==> src/rtl/tile_feeder.sv <==
`default_nettype none
// ============================================================================
// Module   : tile_feeder
// Purpose  : Pacing stage ahead of the row shifter. Produces a one-cycle shift
//            strobe every `period` enabled cycles while running, together with
//            the lane code of the tile that enters the top row on that strobe.
//            The period shrinks by STEP every SPEEDUP_EVERY shifts, down to
//            MIN_PERIOD. Lanes come from a free-running 16-bit Galois LFSR,
//            and no lane is repeated more than MAX_REPEAT times in a row.
// Ports    : clk          - system clock
//            resetn       - asynchronous active-low reset
//            start        - IDLE/HALT -> RUN (ignored while running)
//            enable       - pauses the period count when low
//            game_over    - RUN -> HALT (has priority over start)
//            shift        - one-cycle strobe to the shifter
//            random       - lane of the new tile, held between strobes
//            tile_present - new row carries a tile
//            period       - current shift period in clk cycles
//            running      - high while in RUN
// Options  : TILE_FEEDER_BLANK_EN - when defined, a shift may emit a blank
//            row (tile_present=0) if lfsr[3:2]==0 and the previous row had
//            a tile. When undefined, tile_present is tied to 1.
// Revision : 1.0 - initial release
// ============================================================================
module tile_feeder #(
    parameter int          PERIOD_W      = 24,
    parameter logic [15:0] SEED          = 16'hACE1,
    parameter int          START_PERIOD  = 12_500_000,
    parameter int          MIN_PERIOD    = 3_000_000,
    parameter int          STEP          = 250_000,
    parameter int          SPEEDUP_EVERY = 8,
    parameter int          MAX_REPEAT    = 2
) (
    input  logic                clk,
    input  logic                resetn,
    input  logic                start,
    input  logic                enable,
    input  logic                game_over,
    output logic                shift,
    output logic [1:0]          random,
    output logic                tile_present,
    output logic [PERIOD_W-1:0] period,
    output logic                running
);

    localparam logic [15:0]         c_LFSR_MASK = 16'hB400;
    localparam int                  c_REP_W     = (MAX_REPEAT > 1) ? $clog2(MAX_REPEAT) : 1;
    localparam int                  c_SPD_W     = (SPEEDUP_EVERY > 1) ? $clog2(SPEEDUP_EVERY) : 1;
    localparam logic [PERIOD_W-1:0] c_START     = PERIOD_W'(START_PERIOD);
    localparam logic [PERIOD_W-1:0] c_START_M1  = PERIOD_W'(START_PERIOD - 1);
    localparam logic [PERIOD_W-1:0] c_MIN       = PERIOD_W'(MIN_PERIOD);
    localparam logic [PERIOD_W-1:0] c_STEP      = PERIOD_W'(STEP);
    // Smallest period that can still take a full STEP without crossing the floor.
    localparam logic [PERIOD_W:0]   c_SAT_AT    = (PERIOD_W+1)'(MIN_PERIOD + STEP);
    localparam logic [c_REP_W-1:0]  c_REP_LAST  = c_REP_W'(MAX_REPEAT - 1);
    localparam logic [c_SPD_W-1:0]  c_SPD_LAST  = c_SPD_W'(SPEEDUP_EVERY - 1);

    typedef enum logic [1:0] {
        S_IDLE = 2'd0,
        S_RUN  = 2'd1,
        S_HALT = 2'd2
    } state_t;

    state_t                r_state;
    logic [15:0]           r_lfsr;
    logic [PERIOD_W-1:0]   r_period;
    logic [PERIOD_W-1:0]   r_cnt;
    logic                  r_shift;
    logic [1:0]            r_random;
    logic [c_REP_W-1:0]    r_rep;
    logic [c_SPD_W-1:0]    r_spd;

    state_t                w_state_next;
    logic                  w_enter_run;
    logic                  w_tick;
    logic                  w_fire;
    logic [15:0]           w_lfsr_next;
    logic [1:0]            w_cand;
    logic [1:0]            w_lane;
    logic [c_REP_W-1:0]    w_rep_next;
    logic [c_SPD_W-1:0]    w_spd_next;
    logic [PERIOD_W-1:0]   w_period_dec;
    logic [PERIOD_W-1:0]   w_period_next;
    logic                  w_blank;

`ifdef TILE_FEEDER_BLANK_EN
    logic                  r_tile;
`endif

    // ------------------------------------------------------------------------
    // State register
    // ------------------------------------------------------------------------
    always_ff @(posedge clk or negedge resetn) begin
        if (!resetn) begin
            r_state <= S_IDLE;
        end else begin
            r_state <= w_state_next;
        end
    end

    // ------------------------------------------------------------------------
    // Next state and per-cycle decisions
    // ------------------------------------------------------------------------
    always_comb begin
        w_state_next  = r_state;
        w_enter_run   = 1'b0;
        w_lane        = 2'd0;
        w_rep_next    = '0;
        w_blank       = 1'b0;

        case (r_state)
            S_IDLE, S_HALT: begin
                // game_over in the same cycle keeps us out of RUN.
                if (start && !game_over) begin
                    w_state_next = S_RUN;
                    w_enter_run  = 1'b1;
                end
            end
            S_RUN: begin
                if (game_over) begin
                    w_state_next = S_HALT;
                end
            end
            default: begin
                w_state_next = S_IDLE;
            end
        endcase

        w_tick = (r_state == S_RUN) && !game_over && enable;
        w_fire = w_tick && (r_cnt == '0);

        // Galois step; all-zero can only arise from an upset, reload the seed.
        if (r_lfsr == '0) begin
            w_lfsr_next = SEED;
        end else begin
            w_lfsr_next = (r_lfsr >> 1) ^ (r_lfsr[0] ? c_LFSR_MASK : 16'h0000);
        end

        // Repeat limiting: the candidate is bumped to the next lane once the
        // current lane has already appeared MAX_REPEAT times in a row.
        w_cand = r_lfsr[1:0];
        if ((w_cand == r_random) && (r_rep == c_REP_LAST)) begin
            w_lane     = w_cand + 2'd1;
            w_rep_next = '0;
        end else if (w_cand == r_random) begin
            w_lane     = w_cand;
            w_rep_next = r_rep + c_REP_W'(1);
        end else begin
            w_lane     = w_cand;
            w_rep_next = '0;
        end

        // Speed-up; the reload on the same strobe already uses the new period.
        w_period_dec  = ({1'b0, r_period} >= c_SAT_AT) ? (r_period - c_STEP) : c_MIN;
        w_spd_next    = (r_spd == c_SPD_LAST) ? '0 : (r_spd + c_SPD_W'(1));
        w_period_next = (r_spd == c_SPD_LAST) ? w_period_dec : r_period;

`ifdef TILE_FEEDER_BLANK_EN
        // Never two blank rows back to back.
        w_blank = (r_lfsr[3:2] == 2'b00) && r_tile;
`endif
    end

    // ------------------------------------------------------------------------
    // Datapath registers
    // ------------------------------------------------------------------------
    always_ff @(posedge clk or negedge resetn) begin
        if (!resetn) begin
            r_lfsr   <= SEED;
            r_period <= c_START;
            r_cnt    <= '0;
            r_shift  <= 1'b0;
            r_random <= 2'd0;
            r_rep    <= '0;
            r_spd    <= '0;
`ifdef TILE_FEEDER_BLANK_EN
            r_tile   <= 1'b1;
`endif
        end else begin
            r_lfsr  <= w_lfsr_next;
            r_shift <= w_fire;
            if (w_enter_run) begin
                r_period <= c_START;
                r_cnt    <= c_START_M1;
                r_spd    <= '0;
                r_rep    <= '0;
            end else if (w_fire) begin
                r_cnt    <= w_period_next - PERIOD_W'(1);
                r_period <= w_period_next;
                r_spd    <= w_spd_next;
                // A blank row keeps the previous lane and repeat history.
                if (!w_blank) begin
                    r_random <= w_lane;
                    r_rep    <= w_rep_next;
                end
`ifdef TILE_FEEDER_BLANK_EN
                r_tile   <= !w_blank;
`endif
            end else if (w_tick) begin
                r_cnt <= r_cnt - PERIOD_W'(1);
            end
        end
    end

    assign shift   = r_shift;
    assign random  = r_random;
    assign period  = r_period;
    assign running = (r_state == S_RUN);
`ifdef TILE_FEEDER_BLANK_EN
    assign tile_present = r_tile;
`else
    assign tile_present = 1'b1;
`endif

endmodule
`default_nettype wire

==> config.mk <==
export PLATFORM = sky130hd
export DESIGN_NAME = tile_feeder
export DESIGN_NICKNAME = d
export VERILOG_FILES = /design/src/rtl/tile_feeder.sv
export SDC_FILE = /design/constraint.sdc
export NUM_CORES = 1
export LEC_CHECK = 0
export ABC_AREA = 1
export ABC_CLOCK_PERIOD_IN_PS = 2700
export BUFFER_PORTS_ARGS = -buffer_cell sky130_fd_sc_hd__buf_4
export CAP_MARGIN = 20
export CORE_UTILIZATION = 35
export CTS_CLUSTER_SIZE = 12
export DETAILED_ROUTE_END_ITERATION = 10
export SYNTH_ARGS = -nofsm -noshare
export SYNTH_HDL_FRONTEND = slang
export SYNTH_SLANG_ARGS = --single-unit
==> constraint.sdc <==
create_clock -name clk -period 2.7 [get_ports clk]
set_input_delay 0.27 -clock clk [delete_from_list [all_inputs] [get_ports clk]]
set_output_delay 0.27 -clock clk [all_outputs]
set_load 0.005 [all_outputs]
==> flow_summary.toml <==
[outcome]
outcome = "complete, no violations"

[timing]
hold_ws_ps = 79.6
slew-limit-headroom_pct = 36.6
setup_viol_count_final = 0
worstMarginPinSlew_ps = 951
fin_crit_ps = 2610
setup_tns_ps = 0
fmax_mhz = 382
hold_violations = 0
slew_viol_final = 0
post-route-period-util_pct = 96.8
skew_ps = 8.10

[yosys]
yosysUniqueCellTypes = 54
synth_top_cells_by_area = "dfrtp_1 27%, nand2_1 12%, dfstp_2 11%"
yosysWarningCount = 0
ys_seq_area_share_pct = 37.7
synth_edf_count = 0
synth.top_cell.area_share_pct = 27.0
synth_flop_cell = "dfrtp_1"
async_flop_share_pct = 100
syn-cell-area_mm2 = 0.00491
synth_commonest_cells = "160 x nand2_1, 96 x inv_1, 84 x nor2_1"
synth_area_per_cell_um2 = 7.27
synth_most_common_cell = "nand2_1"
syn_inst = 675
synth_nets = 686
synth-seq-cells = 73
synth_top_cell_by_area = "dfrtp_1"

[layout]
n_antenna_cell = 0
final_util_pct = 45.9
drive_above_1_share_pct = 31.1
area_growth_pct = 25.9
final_nets = 743

[placed_design]
hpwl_um = 9680
gp_congestion = 0.902
io_buffers = 32

[worst_setup_path]
cp-start-kind = "register"
crit_fanout = 5
r2r_setup_slack_ps = 90
path_class = "register to register"
r2r_cells = 20
worstPathRequired_ps = 2970
cp.arrival_ps = 2880
crit_path_end_kind = "register"

[drt]
wl_per_cell_um = 14.9
ant_nets = 0
vias_per_cell = 5.01
drc = 0
wirelength_um = 13600
drt_iter0_drc = 356
vias = 4576
drt_pass1_iterations = 5

[floorplanning]
die_x_um = 120
initial_utilization_pct = 36.5
fp-row-count = 42
core_mm2 = 0.0135
dieArea_mm2 = 0.0145
ioPinCount = 34
die_h_um = 120

[clock_tree]
htree_levels = 3
cts_sinks = 73
ctsLongestPathBuffers = 2
cts.clk_slew.worst_paths_ps = 60
cts_made_buffers = 9
cts_tree = "done"
cts_root_buf = "clkbuf_16"
clkLatencyLatePin_ps = 340

[run]
maxCapViolations = 0

[min_path]
min_path_type = "primary input to asynchronous set/reset pin"

[global_routing]
grtUsageTotal_pct = 19.2
grt_pass1_vias = 4382
grt_max_degree = 74
overflow = 0
antenna_found_initial = 0
grt_pass1_wl_um = 21700

[power]
power_leakage_nw = 2.85
powerDensity_mw_per_mm2 = 401
ir_worst_vdd_uv = 245
power.total_mw = 2.48
## final timing paths
kind	startpoint	endpoint
max	period[5]$_DFFE_PN1P_	r_cnt[20]$_DFFE_PN0P_
min	resetn	r_state[1]$_DFFE_PN0P_
max reg2reg	period[5]$_DFFE_PN1P_	r_cnt[20]$_DFFE_PN0P_
min reg2reg	r_lfsr[3]$_DFF_PN0_	r_lfsr[2]$_DFF_PN0_
max in group asynchronous	resetn	period[4]$_DFFE_PN0P_
min in group clk	game_over	r_state[1]$_DFFE_PN0P_
## state kept, by name (all words and copies together), names as in the netlist
name     flops
shift        1
r_rep        1
r_state      2
random       2
r_lfsr      16
period      24
r_spd        3
r_cnt       24
## kinds of logic (layout without fill, tap and decap cells)
family / after synthesis / count (layout) / synth area share (%)
AOI/OAI and AO/OA: 74 / 74 / 9.51
xor gates and xnor gates: 19 / 19 / 3.39
adders and majority gates: 6 / 6 / 1.53
buffers and inverters: 131 / 193 / 10.8
DFF: 73 / 73 / 37.7
muxes: 1 / 1 / 0.204
other: 1 / 1 / 0.0764
and+or+nand+nor: 370 / 370 / 36.8
## area by class of cell
class                   count  area [um^2]
flip-flops and latches     73         1850
multi-input cells         471         2820
fillers                  1339         7270
well taps                 176          220
inverters                 109          413
clock inverters             7         76.3
clock buffers               9          225
repair buffers             68          567
## cells in the final DEF, fill, tap and decap left out, types with 4 or more instances in the layout
cell type	Yosys	final
nand2_2	8	23
nand3_4	1	5
nand4_1	17	17
a21oi_1	8	8
nor3_1	10	10
a221oi_1	4	4
buf_4	3	61
nand2_4	3	5
inv_1	96	88
o211ai_1	4	4
dfstp_2	20	20
dfrtp_1	53	52
inv_2	11	18
o21ai_1	4	5
nor2_2	8	18
nor2_4	9	18
nor2_1	84	65
ha_4	0	4
o22ai_1	5	5
o21ai_0	31	28
xnor2_1	7	7
clkbuf_16	0	10
nand2_1	160	143
xor2_1	12	11
nand3_1	49	39
nand3_2	8	14
## where the power goes
group	internal (mW)	total, mW	leakage, nW	switching [mW]
clock network	0.722	1.23	0.142	0.505
registers	1.11	1.11	0.842	0.00804
logic	0.0395	0.135	1.87	0.0957
## critical path: stages, from the launching register on
cell	delay [ps]
dfstp_2	550
inv_4	50
ha_4	150
nand2_2	50
inv_2	40
nand3_2	50
nand2_2	70
nand3_2	80
nand4_4	160
nand2_4	170
o21ai_2	80
inv_2	80
ha_4	150
nand3_4	110
nor2_4	150
nand3b_4	110
nor2_4	180
nand3_2	80
nand2_1	60
nand2_1	60
a21oi_2	100
## layer usage
metal,up-vias,wire length [um],GRT usage [%]
met5,-,0,0
met4,0,259,7.95
met3,18,641,3.02
met2,127,6320,29.4
met1,2174,6390,26.8
li1,2257,-,-
## metrics by stage
step / cells / area [um^2] / worst slack, ps
floorplan: 675 / 4910 / 207
global placement: 881 / 5410 / 84.2
detailed placement: 881 / 5410 / -16.1
CTS: 897 / 5720 / 5.12
global route: 913 / 6180 / -43.3
finish: 913 / 6180 / 85.2
## what timing repair did
item	in CTS	in global routing
setup endpoints to repair	6	20
hold buffers	0	0
resized for setup	2	91
setup buffers	0	15
cloned	0	1
pin swaps	0	29
endpoints found under the hold margin	0	0
Power figures use the tool's default switching activity.
